<file path="config.mk">
export PLATFORM = sky130hd
export DESIGN_NAME = axi_framefill
export DESIGN_NICKNAME = d
export VERILOG_FILES = /design/src/rtl/axi_framefill_pkg.sv /design/src/rtl/axi_framefill_pattern.sv /design/src/rtl/axi_framefill.sv
export SDC_FILE = /design/constraint.sdc
export NUM_CORES = 1
export LEC_CHECK = 0
export ABC_AREA = 1
export CAP_MARGIN = 30
export CORE_UTILIZATION = 58
export CTS_BUF_LIST = sky130_fd_sc_hd__clkbuf_16
export CTS_CLUSTER_DIAMETER = 120
export DETAILED_ROUTE_END_ITERATION = 8
export PLACE_DENSITY = 0.92
export SLEW_MARGIN = 15
export SYNTH_ARGS = -nofsm -noshare
export SYNTH_HDL_FRONTEND = slang
export SYNTH_HIERARCHICAL = 1
export SYNTH_SLANG_ARGS = --single-unit
</file>
<file path="constraint.sdc">
create_clock -name S_AXI_ACLK -period 5.1 [get_ports S_AXI_ACLK]
set_input_delay 0.765 -clock S_AXI_ACLK [delete_from_list [all_inputs] [get_ports S_AXI_ACLK]]
set_output_delay 0.765 -clock S_AXI_ACLK [all_outputs]
set_load 0.03 [all_outputs]
</file>
<file path="src/rtl/axi_framefill_pkg.sv">
// Shared AXI encodings, FSM state and fill-mode types for the framebuffer fill engine.
package axi_framefill_pkg;

    localparam logic [1:0] BURST_INCR  = 2'b01;
    localparam logic [1:0] RESP_SLVERR = 2'b10;
    localparam logic [1:0] RESP_DECERR = 2'b11;
    localparam logic [3:0] CACHE_DEF   = 4'b0011;

    typedef enum logic [1:0] {
        ST_IDLE,
        ST_ADDR,
        ST_DATA,
        ST_RESP
    } state_e;

    typedef enum logic [1:0] {
        MODE_SOLID     = 2'd0,
        MODE_RAMP      = 2'd1,
        MODE_CHECKER   = 2'd2,
        MODE_SOLID_ALT = 2'd3
    } mode_e;

endpackage

</file>
<file path="src/rtl/axi_framefill_pattern.sv">
// Registered write-data generator: loaded with the first beat's position at burst
// start, then stepped one word along the line on every accepted W beat.
module axi_framefill_pattern
    import axi_framefill_pkg::*;
#(
    parameter int AW    = 26,
    parameter int DW    = 32,
    parameter int LGDIM = 12
) (
    input  logic             clk_i,
    input  logic             rst_ni,
    input  logic             load_i,
    input  logic             adv_i,
    input  logic [1:0]       mode_i,
    input  logic [DW-1:0]    color_i,
    input  logic [AW-1:0]    addr_i,
    input  logic [LGDIM-1:0] col_i,
    input  logic [LGDIM-1:0] row_i,
    output logic [DW-1:0]    data_o
);

    localparam int STEP = DW / 8;

    logic [AW-1:0]    addr_q;
    logic [LGDIM-1:0] col_q;
    logic [LGDIM-1:0] row_q;
    logic [DW-1:0]    data_q;

    function automatic logic [DW-1:0] gen_word(input logic [AW-1:0] a,
                                               input logic [LGDIM-1:0] c,
                                               input logic [LGDIM-1:0] r);
        logic [DW-1:0] w;
        case (mode_e'(mode_i))
            MODE_RAMP:    w = DW'(a);
            // 16x16-word checker cells
            MODE_CHECKER: w = (c[4] ^ r[4]) ? ~color_i : color_i;
            default:      w = color_i;
        endcase
        return w;
    endfunction

    always_ff @(posedge clk_i or negedge rst_ni) begin
        if (!rst_ni) begin
            addr_q <= '0;
            col_q  <= '0;
            row_q  <= '0;
            data_q <= '0;
        end else if (load_i) begin
            addr_q <= addr_i;
            col_q  <= col_i;
            row_q  <= row_i;
            data_q <= gen_word(addr_i, col_i, row_i);
        end else if (adv_i) begin
            addr_q <= addr_q + AW'(STEP);
            col_q  <= col_q + 1'b1;
            data_q <= gen_word(addr_q + AW'(STEP), col_q + 1'b1, row_q);
        end
    end

    assign data_o = data_q;

endmodule

</file>
<file path="src/rtl/axi_framefill.sv">
// AXI4 write-only burst master filling a rectangular framebuffer region with a
// generated pattern; one burst in flight, bursts never cross a line or 4KB page.
module axi_framefill
    import axi_framefill_pkg::*;
#(
    parameter int C_AXI_ADDR_WIDTH = 26,
    parameter int C_AXI_DATA_WIDTH = 32,
    parameter int C_AXI_ID_WIDTH   = 1,
    parameter int LGMAXBURST       = 8,
    parameter int LGDIM            = 12
) (
    input  logic                        S_AXI_ACLK,
    input  logic                        S_AXI_ARESETN,
    input  logic                        i_start,
    input  logic                        i_abort,
    input  logic [C_AXI_ADDR_WIDTH-1:0] i_base,
    input  logic [C_AXI_ADDR_WIDTH-1:0] i_stride,
    input  logic [LGDIM-1:0]            i_line_words,
    input  logic [LGDIM-1:0]            i_lines,
    input  logic [1:0]                  i_mode,
    input  logic [C_AXI_DATA_WIDTH-1:0] i_color,
    output logic                        o_busy,
    output logic                        o_done,
    output logic                        o_err,
    output logic                        M_AXI_AWVALID,
    input  logic                        M_AXI_AWREADY,
    output logic [C_AXI_ID_WIDTH-1:0]   M_AXI_AWID,
    output logic [C_AXI_ADDR_WIDTH-1:0] M_AXI_AWADDR,
    output logic [7:0]                  M_AXI_AWLEN,
    output logic [2:0]                  M_AXI_AWSIZE,
    output logic [1:0]                  M_AXI_AWBURST,
    output logic                        M_AXI_AWLOCK,
    output logic [3:0]                  M_AXI_AWCACHE,
    output logic [2:0]                  M_AXI_AWPROT,
    output logic [3:0]                  M_AXI_AWQOS,
    output logic                        M_AXI_WVALID,
    input  logic                        M_AXI_WREADY,
    output logic [C_AXI_DATA_WIDTH-1:0] M_AXI_WDATA,
    output logic [C_AXI_DATA_WIDTH/8-1:0] M_AXI_WSTRB,
    output logic                        M_AXI_WLAST,
    input  logic                        M_AXI_BVALID,
    output logic                        M_AXI_BREADY,
    input  logic [C_AXI_ID_WIDTH-1:0]   M_AXI_BID,
    input  logic [1:0]                  M_AXI_BRESP
);

    localparam int AW  = C_AXI_ADDR_WIDTH;
    localparam int DW  = C_AXI_DATA_WIDTH;
    localparam int LSB = $clog2(DW / 8);
    localparam int CW  = ((LGDIM > 12) ? LGDIM : 12) + 1;

    state_e           state_q;
    logic [AW-1:0]    line_addr_q, word_addr_q, stride_q, awaddr_q;
    logic [LGDIM-1:0] words_q, lines_q, col_q, row_q;
    logic [1:0]       mode_q;
    logic [DW-1:0]    color_q;
    logic [CW-1:0]    len_q;
    logic [7:0]       awlen_q, beat_q;
    logic             awvalid_q, wvalid_q, wlast_q, bready_q;
    logic             abort_q, err_q, done_q;

    logic [CW-1:0]    words_left, to_4k, max_burst, burst_len;
    logic [AW-1:0]    next_line;
    logic             line_end, region_done, bus_err, aw_hs, w_hs;
    logic             unused_bid;

    function automatic logic [AW-1:0] align(input logic [AW-1:0] a);
        return {a[AW-1:LSB], {LSB{1'b0}}};
    endfunction

    // Next burst: the tightest of line remainder, max burst and words left in the 4KB page
    always_comb begin
        words_left = CW'(words_q - col_q);
        to_4k      = CW'((13'h1000 - {1'b0, word_addr_q[11:0]}) >> LSB);
        max_burst  = CW'(1) << LGMAXBURST;
        burst_len  = words_left;
        if (to_4k < burst_len) burst_len = to_4k;
        if (max_burst < burst_len) burst_len = max_burst;
    end

    assign next_line   = line_addr_q + stride_q;
    assign line_end    = (col_q == words_q);
    assign region_done = line_end && (row_q == lines_q - 1'b1);
    assign bus_err     = (M_AXI_BRESP == RESP_SLVERR) || (M_AXI_BRESP == RESP_DECERR);
    assign aw_hs       = (state_q == ST_ADDR) && awvalid_q && M_AXI_AWREADY;
    assign w_hs        = (state_q == ST_DATA) && wvalid_q && M_AXI_WREADY;
    assign unused_bid  = ^M_AXI_BID;

    always_ff @(posedge S_AXI_ACLK or negedge S_AXI_ARESETN) begin
        if (!S_AXI_ARESETN) begin
            state_q     <= ST_IDLE;
            line_addr_q <= '0;
            word_addr_q <= '0;
            stride_q    <= '0;
            awaddr_q    <= '0;
            words_q     <= '0;
            lines_q     <= '0;
            col_q       <= '0;
            row_q       <= '0;
            mode_q      <= '0;
            color_q     <= '0;
            len_q       <= '0;
            awlen_q     <= '0;
            beat_q      <= '0;
            awvalid_q   <= 1'b0;
            wvalid_q    <= 1'b0;
            wlast_q     <= 1'b0;
            bready_q    <= 1'b0;
            abort_q     <= 1'b0;
            err_q       <= 1'b0;
            done_q      <= 1'b0;
        end else begin
            done_q <= 1'b0;
            if (state_q != ST_IDLE && i_abort)
                abort_q <= 1'b1;
            case (state_q)
                ST_IDLE: begin
                    if (i_start) begin
                        line_addr_q <= align(i_base);
                        word_addr_q <= align(i_base);
                        stride_q    <= i_stride;
                        words_q     <= i_line_words;
                        lines_q     <= i_lines;
                        mode_q      <= i_mode;
                        color_q     <= i_color;
                        col_q       <= '0;
                        row_q       <= '0;
                        err_q       <= 1'b0;
                        abort_q     <= 1'b0;
                        if (i_line_words == '0 || i_lines == '0)
                            done_q  <= 1'b1;
                        else
                            state_q <= ST_ADDR;
                    end
                end
                ST_ADDR: begin
                    if (!awvalid_q) begin
                        awvalid_q <= 1'b1;
                        awaddr_q  <= word_addr_q;
                        awlen_q   <= 8'(burst_len - 1'b1);
                        len_q     <= burst_len;
                    end else if (M_AXI_AWREADY) begin
                        awvalid_q   <= 1'b0;
                        wvalid_q    <= 1'b1;
                        wlast_q     <= (awlen_q == 8'd0);
                        beat_q      <= '0;
                        word_addr_q <= word_addr_q + (AW'(len_q) << LSB);
                        col_q       <= col_q + LGDIM'(len_q);
                        state_q     <= ST_DATA;
                    end
                end
                ST_DATA: begin
                    if (wvalid_q && M_AXI_WREADY) begin
                        if (wlast_q) begin
                            wvalid_q <= 1'b0;
                            wlast_q  <= 1'b0;
                            bready_q <= 1'b1;
                            state_q  <= ST_RESP;
                        end else begin
                            beat_q  <= beat_q + 8'd1;
                            wlast_q <= (beat_q + 8'd1 == awlen_q);
                        end
                    end
                end
                ST_RESP: begin
                    if (M_AXI_BVALID) begin
                        bready_q <= 1'b0;
                        if (bus_err) begin
                            err_q   <= 1'b1;
                            done_q  <= 1'b1;
                            state_q <= ST_IDLE;
                        end else if (abort_q || i_abort || region_done) begin
                            done_q  <= 1'b1;
                            state_q <= ST_IDLE;
                        end else begin
                            state_q <= ST_ADDR;
                            if (line_end) begin
                                row_q       <= row_q + 1'b1;
                                col_q       <= '0;
                                line_addr_q <= next_line;
                                word_addr_q <= align(next_line);
                            end
                        end
                    end
                end
                default: state_q <= ST_IDLE;
            endcase
        end
    end

    axi_framefill_pattern #(
        .AW    (AW),
        .DW    (DW),
        .LGDIM (LGDIM)
    ) u_pattern (
        .clk_i   (S_AXI_ACLK),
        .rst_ni  (S_AXI_ARESETN),
        .load_i  (aw_hs),
        .adv_i   (w_hs),
        .mode_i  (mode_q),
        .color_i (color_q),
        .addr_i  (word_addr_q),
        .col_i   (col_q),
        .row_i   (row_q),
        .data_o  (M_AXI_WDATA)
    );

    assign o_busy        = (state_q != ST_IDLE);
    assign o_done        = done_q;
    assign o_err         = err_q;
    assign M_AXI_AWVALID = awvalid_q;
    assign M_AXI_AWID    = '0;
    assign M_AXI_AWADDR  = awaddr_q;
    assign M_AXI_AWLEN   = awlen_q;
    assign M_AXI_AWSIZE  = 3'(LSB);
    assign M_AXI_AWBURST = BURST_INCR;
    assign M_AXI_AWLOCK  = 1'b0;
    assign M_AXI_AWCACHE = CACHE_DEF;
    assign M_AXI_AWPROT  = 3'b000;
    assign M_AXI_AWQOS   = 4'b0000;
    assign M_AXI_WVALID  = wvalid_q;
    assign M_AXI_WSTRB   = '1;
    assign M_AXI_WLAST   = wlast_q;
    assign M_AXI_BREADY  = bready_q;

endmodule
</file>
Word-level counts from Yosys, hierarchy flattened
Index checks and enable logic that the tools add are counted.
{"block": "word_totals", "regBits": 299, "latchBits": 0, "ram_bits": 0, "rom_bits": 0, "inputBits": 120, "out_inout_bits": 95, "word_cells": 177, "memories": 0}
{"block": "op_classes", "n_addsub": 11, "mul": 0, "div_mod_pow": 0, "magnitude_cmp": 2, "eq_ne": 22, "shifts": 0, "muxes": 82, "bitwise": 4, "n_reduce_logical": 31}
{"op": "2-to-1 mux 26 bit", "count": 13}
{"op": "2-to-1 mux 12 bit", "count": 13}
{"op": "2-to-1 mux 32 bit", "count": 4}
{"op": "case mux 32 bit (2 select lines)", "count": 2}
{"op": "case mux 26 bit (3 select lines)", "count": 1}
{"op": "case mux 26 bit (2 select lines)", "count": 1}
{"op": "case mux 12 bit (3 select lines)", "count": 1}
{"op": "2-to-1 mux 8 bit", "count": 4}
{"op": "inverter 32 bit", "count": 1}
{"op": "adder 26 x 15 -> 26 bit", "count": 1}
{"op": "adder 26 bit", "count": 1}
{"op": "adder 26 x 3 -> 26 bit (second input constant)", "count": 1}
{"op": "2-to-1 mux 1 bit", "count": 26}
{"op": "2-to-1 mux 13 bit", "count": 2}
{"op": "adder 12 x 1 -> 12 bit (second input constant)", "count": 2}
{"op": "== test 12 bit", "count": 2}
{"op": "logical NOT 12 bit", "count": 2}
{"op": "case mux 12 bit (2 select lines)", "count": 1}
{"op": "inequality test 2 bit (second input constant)", "count": 11}
{"op": "case mux 8 bit (2 select lines)", "count": 1}
{"op": "2-to-1 mux 2 bit", "count": 7}
{"op": "less-than comparator 11 x 13 -> 1 bit", "count": 1}
{"op": "less-than comparator 9 x 13 -> 1 bit (first input constant)", "count": 1}
{"op": "subtractor 12 x 12 -> 13 bit", "count": 1}
{"op": "25 further kinds", "count": 52}

Depth between registers and ports, before layout
Gate-level depths: netlist (run 1).
{"block": "depth", "ltp_word": 8, "mapped_depth": 37, "ltp_nobuf": 35}

By module
Netlist (run 1), hierarchy kept.
{"module": "axi_framefill", "n_inst": 1, "cells_each": 1813, "area_per_inst_um2": 14188.6}
{"module": "axi_framefill_pattern", "n_inst": 1, "cells_each": 809, "area_per_inst_um2": 5156.2}

Worst setup path before layout (run 1)
No wires, ideal clock.
{"block": "synth_path", "path_type": "register -> register", "from": "reg words_q[0]", "to": "reg awlen_q[2] (netlist: M_AXI_AWLEN[2])", "arrival_time_ps": 3638, "required_time_ps": 5018, "setup_slack_ps": 1380, "stages_incl_launch_ff": 32, "path_cell_list": "dfrtp_1 > inv_1 > ha_1 > inv_1 > fa_1 > nand2_1 > nand3_2 > nand2_2 > nand3_1 > nand2_1 > inv_1 > ha_1 > nand2_1 > inv_1 > nor2_1 > o21a_1 > nand2_1 > nand2_1 > nand2_2 > nand3_4 > buf_6 > nand2_1 > nand2_1 > nand2_2 > nor2_2 > nand3_2 > nand2_2 > buf_6 > nand2_1 > ha_1 > or2_2 > a31oi_1"}
{"block": "synth_between", "elab_chain_len": 6}
{"element": "from (decl)", "line": "axi_framefill.sv:54", "text": "logic [LGDIM-1:0] words_q, lines_q, col_q, row_q;"}
{"element": "from (signal assigned)", "line": "axi_framefill.sv:122", "text": "words_q <= i_line_words;"}
{"element": "subtractor 12 x 12 -> 13 bit (*)", "line": "axi_framefill.sv:73", "text": "words_left = CW'(words_q - col_q);"}
{"element": "less-than comparator 11 x 13 -> 1 bit", "line": "axi_framefill.sv:77", "text": "if (to_4k < burst_len) burst_len = to_4k;"}
{"element": "2-to-1 mux 13 bit (*)", "line": "axi_framefill.sv:77"}
{"element": "less-than comparator 9 x 13 -> 1 bit", "line": "axi_framefill.sv:78", "text": "if (max_burst < burst_len) burst_len = max_burst;"}
{"element": "2-to-1 mux 13 bit (*)", "line": "axi_framefill.sv:78"}
{"element": "subtractor 8 x 1 -> 8 bit (*)", "line": "axi_framefill.sv:140", "text": "awlen_q <= 8'(burst_len - 1'b1);"}
{"element": "to (signal assigned)", "line": "axi_framefill.sv:140"}
{"element": "to (decl)", "line": "axi_framefill.sv:58", "text": "logic [7:0] awlen_q, beat_q;"}
Mark *: on every way between the ends. The rest lies on a longest branch, timed or not.
A chain may end at the register's enable or synchronous reset.

Worst setup path in the final report (run 1)
{"block": "layout_path", "from": "reg word_addr_q[3]", "to": "reg awlen_q[6] (netlist: M_AXI_AWLEN[6])"}
{"block": "layout_between", "elab_chain_len": 6}
{"element": "from (decl)", "line": "axi_framefill.sv:53", "text": "logic [AW-1:0] line_addr_q, word_addr_q, stride_q, awaddr_q;"}
{"element": "from (signal assigned)", "line": "axi_framefill.sv:120", "text": "word_addr_q <= align(i_base);"}
{"element": "from (signal assigned)", "line": "axi_framefill.sv:147", "text": "word_addr_q <= word_addr_q + (AW'(len_q) << LSB);"}
{"element": "from (signal assigned)", "line": "axi_framefill.sv:181", "text": "word_addr_q <= align(next_line);"}
{"element": "subtractor 13 x 12 -> 13 bit (*)", "line": "axi_framefill.sv:74", "text": "to_4k = CW'((13'h1000 - {1'b0, word_addr_q[11:0]}) >> LSB);"}
{"element": "less-than comparator 11 x 13 -> 1 bit", "line": "axi_framefill.sv:77"}
{"element": "2-to-1 mux 13 bit (*)", "line": "axi_framefill.sv:77"}
{"element": "less-than comparator 9 x 13 -> 1 bit", "line": "axi_framefill.sv:78"}
{"element": "2-to-1 mux 13 bit (*)", "line": "axi_framefill.sv:78"}
{"element": "subtractor 8 x 1 -> 8 bit (*)", "line": "axi_framefill.sv:140"}
Marks and branches as above.

==> results of run 1 <==
==> kinds of logic (layout without fill, tap and decap cells) <==
logic type                 Yosys count  in the layout  synth area share (%)
and+or+nand+nor                   1248           1248                 27.81
AOI/OAI and AO/OA                  447            447                 13.03
xor gates and xnor gates            82             82                 3.713
muxes                               71             71                 4.133
other                                2             29               0.03882
buffers and inverters              399            549                 8.622
adders and majority gates           89             89                 5.912
DFF                                284            284                 36.74
==> layout by cell type, fill, tap and decap left out, drive strengths merged, types with 2 or more instances in the layout <==
master and instances:
nand2 760, inv 287, dfrtp 284, nand3 208
a21oi 191, clkdlybuf4s50 185, nor2 168, o21ai 154
ha 85, mux2 71, xor2 66, clkbuf 36
nand4 33, nor3 31, conb 28, or2 26
o211ai 25, o22ai 25, buf 22, xnor2 16
clkinv 15, a31oi 13, o21bai 10, nor4 9
nand3b 8, o221ai 5, o31ai 4, a21o 4
nor3b 4, a211oi 4, fa 4, a22oi 4
bufinv 3, o21a 2, a21boi 2, a221oi 2
==> routing by layer <==
layer	GRT usage [%]	up-vias	part of all wire, %
met4	15.57	0	4.1
met2	57.66	892	48
met1	44.06	8863	40
met3	3.734	171	7.8
met5	0	-	0
li1	-	8877	-
==> report_power, final <==
part	switching (mW)	internal [mW]
sequential	0.000253	2.25
combinational	0.108	0.0907
clock	1.02	1.43
total	1.12	3.78
==> synthesized netlist by cell type, types with 5 or more instances <==
library cell,instances
o21ai_0,122
nand2_2,14
nand2_4,7
o21ai_1,30
o21bai_1,10
o211ai_1,25
nand3_2,5
dfrtp_1,284
nor2_2,10
a31oi_1,13
mux2_2,71
nor2_1,157
nand4_1,32
o221ai_1,5
nor4_1,9
xnor2_1,16
buf_2,28
o22ai_1,25
buf_4,28
nor3_1,28
xor2_1,66
ha_1,85
a21oi_2,15
nand2_1,739
or2_2,23
buf_1,11
nand3_1,202
clkbuf_1,48
nand3b_1,8
inv_1,275
a21oi_1,176
==> stage by stage <==
step,setup slack (ns),instances
3_3_place_gp,0.9741,3177
3_5_place_dp,0.8372,3177
6_report,0.7847,3241
5_1_grt,0.3514,3241
2_1_floorplan,1.380,2648
4_1_cts,0.8002,3239
==> worst min-delay path by stage <==
stage / to / slack (ns)
after global routing: beat_q[5] / 0.34
after detailed placement: M_AXI_AWADDR[6] / 0.46
after CTS: beat_q[3] / 0.31
after global placement: u_pattern/addr_q[1] / 0.46
final: beat_q[3] / 0.23
after floorplan: u_pattern/addr_q[0] / 0.44
==> final cells by class <==
| cell class | instances | area [um2] |
|---|---|---|
| Antenna cell | 1 | 2.502 |
| Clock buffer | 36 | 900.9 |
| Clock inverter | 26 | 209.0 |
| Fill cell | 2651 | 10140 |
| Inverter | 280 | 1051 |
| Multi-Input combinational cell | 1965 | 10680 |
| Sequential cell | 284 | 7107 |
| Tap cell | 442 | 553.0 |
| Timing Repair Buffer | 207 | 2062 |
==> state kept, by name, indices dropped and copies added (netlist names), 13 cells and up <==
| register | count |
|---|---|
| stride_q | 26 |
| word_addr_q | 24 |
| line_addr_q | 26 |
| color_q | 32 |
| u_pattern/addr_q | 26 |
| u_pattern/data_o | 32 |
| len_q | 13 |
| M_AXI_AWADDR | 24 |
==> run metrics, run 1 <==
outcome finished, final reports clean; Post-synth EDFFs 0; CP Class flip-flop to flip-flop; Die Height 184.6 um; setup_tns 0 ns; die area about 0.034 mm2; top area cells in the synthesized netlist dfrtp_1 (37%), nand2_1 (14%), ha_1 (5.5%); Starting Density between 50% and 60%; vias in the first global route about 19000; Critical Path Max Stage Delay roughly 0.47 ns; CP max stage cell dfrtp_1; Power Dens Cells ~220 mW/mm2; vias between 15000 and 20000; largest net degree at the start of global routing 112; relative slew slack between 40% and 50%; Max-Cap Viols 0; Routed wire per std cell approximately 18 um; area leader, netlist dfrtp_1; antenna violations before repair 1; IO Pins ~220; startpoint types flip-flop; post-synthesis sequential area ratio a little under two fifths; Worst VDD drop 0.0002356 V; I/O Buffers between 150 and 200; maximum clock path buffer count 3; R2R Path Start word_addr_q[3]; DRC viols 0; buffers and inverters on the worst path 4; H-tree depth 2; RSZ-0062 raised after global routing no; Yosys cell types between 50 and 60; Rows 66; Hold WS around 0.23 ns; clk_skew 0.02125 ns; kind of end point of the critical path flip-flop; global-route wire length before repair between 90 and 100 mm; Syn Area/Cell between 7 and 8 um2; post-cts hold buffer count 0; CP Data Required Time between 5 and 6 ns; async set or reset register ratio after synthesis 100.0%; ratio of cells with drive above 1 in the final layout a little over 8%; fin crit share approximately 85%; clock period minus worst slack about 4.3 ns; Ys Warns 6; Core ar. around 0.033 mm2; final count of hold timing violations 0; Synth Flop Type dfrtp_1; CTS buffer count 35; gp weighted congestion between 0.9 and 1; CP arrival between 4 and 5 ns; endpoints failing setup 0; post-synth top area share approximately 37%; number of synthesized register bits between 200 and 300; Slew Viols, Final 0; GRT Total Usage 34.15%; Syn Inst Count 2622; CTS Sinks 284; critical path startpoint word_addr_q[3]; CTS tree done; grt ovf 0; fmax between 200 and 250 MHz; hpwl dp 41.60 mm; dpl cell area 0.02143 mm2; CP endpoint M_AXI_AWLEN[6]; Root Driver clkbuf_16; leakage ~11 nW; Hold WC Path Type primary input to asynchronous set/reset pin; capture point of the worst reg-to-reg path M_AXI_AWLEN[6]; critical path peak fanout 13; final wirelength roughly 58 mm; first-pass iteration count of the detailed router 6; critical path's top delay family simple AND/OR/NAND/NOR gates; Nets slightly below 3000; Die X ~180 um; worst reg2reg path depth 30; most frequent CP cell nand2_1; Clock Latency Late Sink 0.54 ns; cell area after layout approximately 0.023 mm2; Synth-to-Final Area Change 16.64%; cell area after synthesis 0.01934 mm2; via/cell ratio approximately 5.8; Post-CTS Setup Repair Bufs 0; final design utilization 69.00%; Clock transition at path regs 0.06 ns; post-CTS sizing 0; Crit path depth 30; Antenna Nets Post-Route 0; total power draw between 4 and 5 mW; Reg2Reg Setup Slack between 0.7 and 0.8 ns; initial DRC count 2000; actual slew at the worst max-slew pin roughly 0.86 ns
No activity file was read; power rests on OpenSTA's default activity.
==> inputs of run 2 (changes only) <==
Clock period 5.1 ns to 4.2 ns, I/O delays scaled along.
==> run 2 against run 1 <==
Compared with the run above: flip-flop and latch count did not move; clock power grew 22%; clock skew decreased by 0.0038 ns; combinational power increased by 23%; hold slack got worse by 0.11 ns.
==> run metrics, run 2 (same netlist as run 1, synthesis figures left out) <==
setup_tns 0 ns; fin crit share 94.32%; capture point of the worst reg-to-reg path M_AXI_AWLEN[6]; Clock transition at path regs approximately 0.060 ns; first-pass iteration count of the detailed router 6; startpoint types flip-flop; vias in the first global route 18362; dpl cell area approximately 0.022 mm2; H-tree depth 2; IO Pins 215; grt ovf 0; Root Driver clkbuf_16; Starting Density 59.16%; Slew Viols, Final 0; PnR worst setup slack approximately 0.24 ns; I/O Buffers 186; # diodes 0; CP arrival 4.38 ns; CP Class flip-flop to flip-flop; Switching Share between 20 and 25%; final wirelength 57.94 mm; most frequent CP cell nand2_1; CTS buffer count 34; hpwl dp 41.33 mm; final count of hold timing violations 0; Clock Latency Late Sink about 0.53 ns; Comb pwr share between 4 and 5%; Synth-to-Final Area Change 17.90%; CTS tree done; Die X around 180 um; antenna violations before repair 1; Routed wire per std cell about 18 um; vias around 19000; Layout fillers approximately 2600; most common cell after layout, fill and taps aside nand2_1; Hold WS around 0.13 ns; number of cells after detailed placement 3186; Hold WC Path Type primary input to asynchronous set/reset pin; clock period minus worst slack just under 4 ns; kind of end point of the critical path flip-flop; maximum clock path buffer count 3; via/cell ratio approximately 5.8; R2R Path Start words_q[0]; Max-Cap Viols 0; global-route wire length before repair between 90 and 100 mm; post-cts hold buffer count 0; clk_skew between 0.015 and 0.02 ns; critical path peak fanout 7; CP Data Required Time between 4 and 5 ns; Clock power frac between 50% and 60%; sequential share of power 45.8%; CP max stage cell fa_2; sw power 1.356 mW; initial DRC count 1845; total power draw ~6.0 mW; outcome finished, final reports clean; largest net degree at the start of global routing approximately 110; GRT Total Usage between 30 and 40%; Critical Path Max Stage Delay 0.37 ns; Core ar. between 0.03 and 0.04 mm2; worst reg2reg path depth 34; leakage around 12 nW; Worst VDD drop around 0.0005 V; final design utilization 69.74%; Antenna Nets Post-Route 0; Die Height approximately 180 um; CTS Sinks 284; Power Dens Cells about 260 mW/mm2; Non-Filler Instances 3259; internal power 4.615 mW; DRC viols 0; relative slew slack approximately 39%; Reg2Reg Setup Slack between 0.2 and 0.25 ns; die area 0.03409 mm2; endpoints failing setup 0; worst slack, placed approximately 0.13 ns; Nets approximately 3000; ratio of cells with drive above 1 in the final layout 9.301%; Rows 66; fmax between 200 and 300 MHz; gp weighted congestion between 0.9 and 1; actual slew at the worst max-slew pin 0.9188 ns; commonest non-fill, non-tap cells in the layout nand2_1 (732), dfrtp_1 (283), inv_1 (277); cell area after layout ~0.023 mm2
[run 2: cell count changes in the layout (fill, tap and decap cells not counted), moves of 2 or more]
cell and delta:
buf_12 +3, buf_4 +15, inv_1 -5, inv_6 +2
nand2_1 -6, nand2_2 +5
[run 2: worst max-delay path, delay by kind of cell (launching register included)]
| kind | cells | cell delay (ns) |
|---|---|---|
| AND/OR/NAND/NOR | 22 | 1.88 |
| buffers and inverters | 7 | 0.46 |
| flip-flops | 1 | 0.36 |
| AO/OA/AOI/OAI | 1 | 0.13 |
| adder cells (fa/ha/maj) | 4 | 1.04 |
[run 2: power groups by stage]
stage / clock (mW) / sequential [mW] / combinational [mW]
global route: 3.12 / 2.74 / 0.268
detailed placement: 0 / 2.79 / 0.245
CTS: 3.00 / 2.74 / 0.247
floorplan: 0 / 2.79 / 0.0690
finish: 2.99 / 2.74 / 0.245
global placement: 0 / 2.79 / 0.243
[run 2: worst max-delay path by stage]
stage	startpoint	to	slack, ns	depth (start not counted)
CTS	words_q[0]	M_AXI_AWLEN[6]	0.11	33
global route	words_q[0]	M_AXI_AWLEN[6]	-0.05	33
finish	words_q[0]	M_AXI_AWLEN[6]	0.24	34
floorplan	words_q[0]	M_AXI_AWLEN[2]	0.48	31
detailed placement	words_q[0]	M_AXI_AWLEN[6]	0.13	33
global placement	col_q[0]	M_AXI_AWLEN[6]	0.24	32
[run 2: layout make-up]
cell class	instances	area, um2	area share, %
Timing Repair Buffer	227	2273	9.968
Inverter	280	1051	4.608
Clock inverter	26	234.0	1.026
Tap cell	442	553.0	2.425
Clock buffer	35	875.8	3.840
Sequential cell	284	7108	31.17
Multi-Input combinational cell	1965	10710	46.97
[run 2: layer usage]
metal / GRT usage, % / vias to the layer above / part of all wire (%)
li1: - / 8935 / -
met1: 43.67 / 8852 / 40
met2: 56.00 / 1017 / 47
met3: 6.560 / 183 / 9.4
met4: 13.92 / 0 / 3.8
met5: 0 / - / 0
[run 2: repair_timing]
item | 4_1_cts | 5_1_grt
setup endpoints to repair | 0 | 7
resized for setup | 0 | 15
buffers inserted | 0 | 9
